==> src/rtl/uart_tx_arbiter.sv <==
// Three-requester byte arbiter in front of a single uart_tx: one holding slot per requester,
// IDLE/WAIT_DONE/GAP sequencer with a watchdog. Define TXARB_ROUND_ROBIN_EN for round-robin, else fixed priority 0>1>2.
module uart_tx_arbiter #(
   parameter int DATA_W  = 8,
   parameter int TIMEOUT = 4096,
   parameter int GAP_CYC = 16
) (
   input  logic                clk,
   input  logic                reset,
   input  logic [2:0]          req_valid,
   input  logic [3*DATA_W-1:0] req_data,
   output logic [2:0]          req_ready,
   output logic [DATA_W-1:0]   tx_data,
   output logic                tx_start,
   input  logic                tx_done,
   output logic [1:0]          grant_id,
   output logic                busy,
   output logic                timeout
);
   localparam int TW = (TIMEOUT > 1) ? $clog2(TIMEOUT) : 1;
   localparam int GW = (GAP_CYC > 1) ? $clog2(GAP_CYC) : 1;
   localparam logic [TW-1:0] WD_LAST  = TW'(TIMEOUT - 1);
   localparam logic [GW-1:0] GAP_LAST = GW'(GAP_CYC - 1);

   typedef enum logic [1:0] { IDLE = 2'd0, WAIT_DONE = 2'd1, GAP = 2'd2 } state_t;

   state_t                 state_q, state_d;
   logic [2:0]             full_q, full_d;
   logic [2:0][DATA_W-1:0] slot_q, slot_d;
   logic [DATA_W-1:0]      tx_data_q, tx_data_d;
   logic [1:0]             grant_q, grant_d;
   logic                   tx_start_q, tx_start_d;
   logic                   timeout_q, timeout_d;
   logic [TW-1:0]          wd_q, wd_d;
   logic [GW-1:0]          gap_q, gap_d;
   logic [1:0]             winner;

   // Winner is chosen only from slots already registered full, never from this cycle's offers.
`ifdef TXARB_ROUND_ROBIN_EN
   logic [1:0] rr_idx;
   logic       rr_found;
   always_comb begin
      winner   = 2'd0;
      rr_idx   = grant_q;
      rr_found = 1'b0;
      for (int k = 0; k < 3; k++) begin
         rr_idx = (rr_idx == 2'd2) ? 2'd0 : rr_idx + 2'd1;
         if (!rr_found && full_q[rr_idx]) begin
            winner   = rr_idx;
            rr_found = 1'b1;
         end
      end
   end
`else
   always_comb begin
      if (full_q[0])      winner = 2'd0;
      else if (full_q[1]) winner = 2'd1;
      else                winner = 2'd2;
   end
`endif

   always_comb begin
      state_d    = state_q;
      full_d     = full_q;
      slot_d     = slot_q;
      tx_data_d  = tx_data_q;
      grant_d    = grant_q;
      tx_start_d = 1'b0;
      timeout_d  = 1'b0;
      wd_d       = wd_q;
      gap_d      = gap_q;

      for (int i = 0; i < 3; i++) begin
         if (req_valid[i] && !full_q[i]) begin
            full_d[i] = 1'b1;
            slot_d[i] = req_data[DATA_W*i +: DATA_W];
         end
      end

      case (state_q)
         IDLE: begin
            if (|full_q) begin
               state_d        = WAIT_DONE;
               tx_data_d      = slot_q[winner];
               grant_d        = winner;
               full_d[winner] = 1'b0;
               tx_start_d     = 1'b1;
               wd_d           = '0;
            end
         end
         WAIT_DONE: begin
            // A watchdog expiry is treated exactly like a completed frame; the byte is dropped.
            if (tx_done || wd_q == WD_LAST) begin
               timeout_d = !tx_done;
               wd_d      = '0;
               gap_d     = '0;
               state_d   = (GAP_CYC == 0) ? IDLE : GAP;
            end else begin
               wd_d = wd_q + TW'(1);
            end
         end
         GAP: begin
            if (gap_q == GAP_LAST) begin
               gap_d   = '0;
               state_d = IDLE;
            end else begin
               gap_d = gap_q + GW'(1);
            end
         end
         default: state_d = IDLE;
      endcase
   end

   always_ff @(posedge clk) begin
      if (reset) begin
         state_q    <= IDLE;
         full_q     <= '0;
         slot_q     <= '0;
         tx_data_q  <= '0;
         grant_q    <= 2'd2;
         tx_start_q <= 1'b0;
         timeout_q  <= 1'b0;
         wd_q       <= '0;
         gap_q      <= '0;
      end else begin
         state_q    <= state_d;
         full_q     <= full_d;
         slot_q     <= slot_d;
         tx_data_q  <= tx_data_d;
         grant_q    <= grant_d;
         tx_start_q <= tx_start_d;
         timeout_q  <= timeout_d;
         wd_q       <= wd_d;
         gap_q      <= gap_d;
      end
   end

   assign req_ready = ~full_q;
   assign tx_data   = tx_data_q;
   assign tx_start  = tx_start_q;
   assign grant_id  = grant_q;
   assign busy      = (state_q != IDLE);
   assign timeout   = timeout_q;

endmodule
==> config.mk <==
export PLATFORM = sky130hd
export DESIGN_NAME = uart_tx_arbiter
export DESIGN_NICKNAME = d
export VERILOG_FILES = /design/src/rtl/uart_tx_arbiter.sv
export SDC_FILE = /design/constraint.sdc
export NUM_CORES = 1
export LEC_CHECK = 0
export CAP_MARGIN = 20
export CORE_MARGIN = 3
export CORE_UTILIZATION = 35
export CTS_BUF_LIST = sky130_fd_sc_hd__clkbuf_8 sky130_fd_sc_hd__clkbuf_16
export DETAILED_ROUTE_END_ITERATION = 16
export GPL_TIMING_DRIVEN = 0
export SYNTH_ARGS = -nofsm -noshare
export SYNTH_HDL_FRONTEND = slang
export SYNTH_SLANG_ARGS = --single-unit
==> constraint.sdc <==
create_clock -name clk -period 2.35 [get_ports clk]
set_input_delay 0.705 -clock clk [delete_from_list [all_inputs] [get_ports clk]]
set_output_delay 0.705 -clock clk [all_outputs]
set_load 0.005 [all_outputs]
==> qor.csv <==
stage,metric,value,unit
clocking,CTS sink count,57,
timing,setup tns final,0,ps
finish,FILL cells,666,
detailed_routing,DR DRC count,0,
yosys,number of synthesized flops with an enable pin,0,
clocking,CTS Buffer Depth,2,
grt,GRT Total Usage,0.161,
detailed_routing,drt pass-1 iters,4,
timing,Final Worst Setup Slack,54.3,ps
timing,clock period minus worst slack,2300,ps
timing,number of hold violations in the final report,0,
die,Die W,89.9,um
timing,Slew headroom,0.572,
timing,unrepaired setup endpoints after global routing,false,
finish,n_diodes,0,
grt,largest net degree at the start of global routing,12,
pwr,switching pwr,601,uW
worst_setup_path,worst r2r path cells,5,
yosys,post-synth top area share,0.463,
placed_design,DP HPWL,4200,um
yosys,synth unique cells,44,
pwr,leak pwr,0.00118,uW
pwr,logic gate share of total power,0.152,
finish,most frequent cells in the layout,"69 x nand2_1, 56 x dfxtp_1, 45 x clkdlybuf4s50_1, 41 x a21oi_1, 14 x nor2_1",
finish,storage element area,0.00114,mm2
timing,skew final,6.26,ps
yosys,Ys Warns,0,
grt,first-pass GRT wire length,10400,um
pwr,total power,2390,uW
timing,Slew Limit Fails,0,
yosys,"flops & latches, synth",57,
grt,initial antenna violation count,0,
die,num rows,29,
clocking,worst skew pair latency,340,ps
detailed_routing,vias per cell,4.96,
pwr,Switching Fraction,0.252,
yosys,cell taking the most area after synthesis,dfxtp_1,
timing,# setup viols final,0,
finish,final core utilization,0.496,
yosys,"Cell Area, Synth",0.00246,mm2
finish,"commonest non-fill, non-tap cell in the layout",nand2_1,
clocking,TritonCTS clock tree,done,
pwr,clock group share of total power,0.405,
finish,Nets,380,
detailed_routing,via count,2208,
grt,grt total ovfl,0,
timing,Final Cycle Share,0.977,
worst_hold_path,Hold Crit Class,reg -> reg,
placed_design,pre-CTS setup slack,15.9,ps
placed_design,RD Place Congestion,0.747,
yosys,ranking of synthesized cells by area,"dfxtp_1 46%, nand2_1 11%, a21oi_1 8.3%",
worst_setup_path,Worst EP required,1640,ps
placed_design,number of buffers added on ports,45,
die,Initial Util,0.375,
die,die area,0.00808,mm2
finish,Multi-input gate area,0.00123,mm2
yosys,register area share after synthesis,0.463,
detailed_routing,Post-DRT Antenna Nets,0,
worst_setup_path,crit path max fanout,10,
grt,number of global-route vias before repair,2176,
pwr,peak supply drop,338,uV
pwr,Int Power,1790,uW
worst_hold_path,Worst Hold Depth,2,
die,Core ar.,0.00657,mm2
clocking,Clock Tree Root,clkbuf_8,
detailed_routing,Iter 0 DRT Violations,98,
worst_setup_path,WP data arrival,1590,ps
clocking,total CTS buffers,9,
timing,hold_ws,455,ps
yosys,"Avg Cell Area, Syn",8.40,um2
clocking,hold_buf cts,0,
pwr,Reg power frac,0.444,
worst_setup_path,Critical Path Start Type,flop,
clocking,# H-tree levels,3,
die,Die Y-Extent,89.9,um
status,status,completed,
die,I/O pins,46,
worst_setup_path,Crit Path Class,reg -> out,
pwr,Power Density,733,mW/mm2
yosys,Most used DFF post-synth,dfxtp_1,
clocking,clk slew on worst S/H paths,60,ps
yosys,asr flop ratio synth,0,
finish,Area Overhead vs Synth,32.4,%
timing,Max Clk Rate,436,MHz
yosys,Syn Nets,325,
yosys,Mapped Cells,293,
detailed_routing,final wirelength,5940,um
detailed_routing,drt wl/cell,13.3,um
worst_setup_path,CP endpoint kind,output port,
timing,Worst Tran Pin Value,640,ps
flow_run,max-cap violation count,0,
finish,layout cells sized above 1,0.0909,
## metrics by stage
step	instance area (um2)	std cells
2_1_floorplan	2460	293
3_3_place_gp	3030	431
3_5_place_dp	3030	431
4_1_cts	3260	445
5_1_grt	3260	445
6_report	3260	445
## power by group through the flow
stage | Combinational, uW | Sequential, uW | Clock (uW)
floorplan | 195 | 1070 | 0
global placement | 357 | 1080 | 0
detailed placement | 358 | 1080 | 0
CTS | 365 | 1060 | 993
global route | 405 | 1070 | 1040
finish | 363 | 1060 | 967
## routing by layer
layer	part of all wire	global-route usage	wire, um
met2	0.46	0.256	2710
met3	0.059	0.0643	349
met5	0	0	0
met4	0.020	0.0548	119
met1	0.46	0.198	2760
## worst paths after layout
kind | to | slack (ps) | startpoint
min | slot_q[3]$_SDFFE_PP0P_ | 460 | slot_q[3]$_SDFFE_PP0P_
max reg2reg | wd_q[3]$_SDFFE_PP0P_ | 490 | wd_q[0]$_SDFFE_PP0P_
min reg2reg | slot_q[3]$_SDFFE_PP0P_ | 460 | slot_q[3]$_SDFFE_PP0P_
max | req_ready[1] | 50 | full_q[1]$_SDFF_PP0_
## layout make-up
type / count / share of cell area
Multi-Input combinational cell: 212 / 0.377
Sequential cell: 57 / 0.350
Timing Repair Buffer: 45 / 0.138
Clock buffer: 13 / 0.0549
Tap cell: 93 / 0.0357
Buffer: 15 / 0.0238
Clock inverter: 2 / 0.0107
Inverter: 8 / 0.00921
## Yosys cell counts, types with 3 or more instances
| cell type | number |
|---|---|
| xnor2_1 | 5 |
| nand3_1 | 7 |
| buf_2 | 4 |
| o32ai_1 | 3 |
| nand2_1 | 69 |
| mux2i_1 | 8 |
| dfxtp_1 | 57 |
| nand4_1 | 5 |
| inv_1 | 8 |
| nand2b_1 | 4 |
| nor4b_1 | 3 |
| o211ai_1 | 9 |
| clkbuf_1 | 6 |
| nor2b_1 | 3 |
| and4_1 | 3 |
| a21oi_1 | 41 |
| o21ai_0 | 6 |
| a31oi_1 | 3 |
| buf_1 | 5 |
| nor2_1 | 15 |
## worst max-delay path, stage by stage (launching register included)
cell and delay [ps]:
dfxtp_1 290, buf_2 170, buf_6 170, inv_1 110, clkdlybuf4s50_1 510
## flip-flops by register name, summed over array words and instances (netlist names)
register / count
gap_q: 4
state_q: 2
wd_q: 12
timeout: 1
full_q: 3
tx_data: 8
slot_q: 24
grant_id: 2
tx_start: 1
## repair_timing
item                       4_1_cts  5_1_grt
setup endpoints to repair        3        1
resized for setup                7        2
buffers inserted                 0        0
## cells by family after synthesis
family,Yosys count,synth area share
adders and majority gates,2,0.0102
and+or+nand+nor,123,0.246
muxes,8,0.0325
buffers and inverters,24,0.0401
AOI/OAI and AO/OA,73,0.186
xor gates and xnor gates,6,0.0213
DFF,57,0.463
Power figures use the tool's default switching activity.
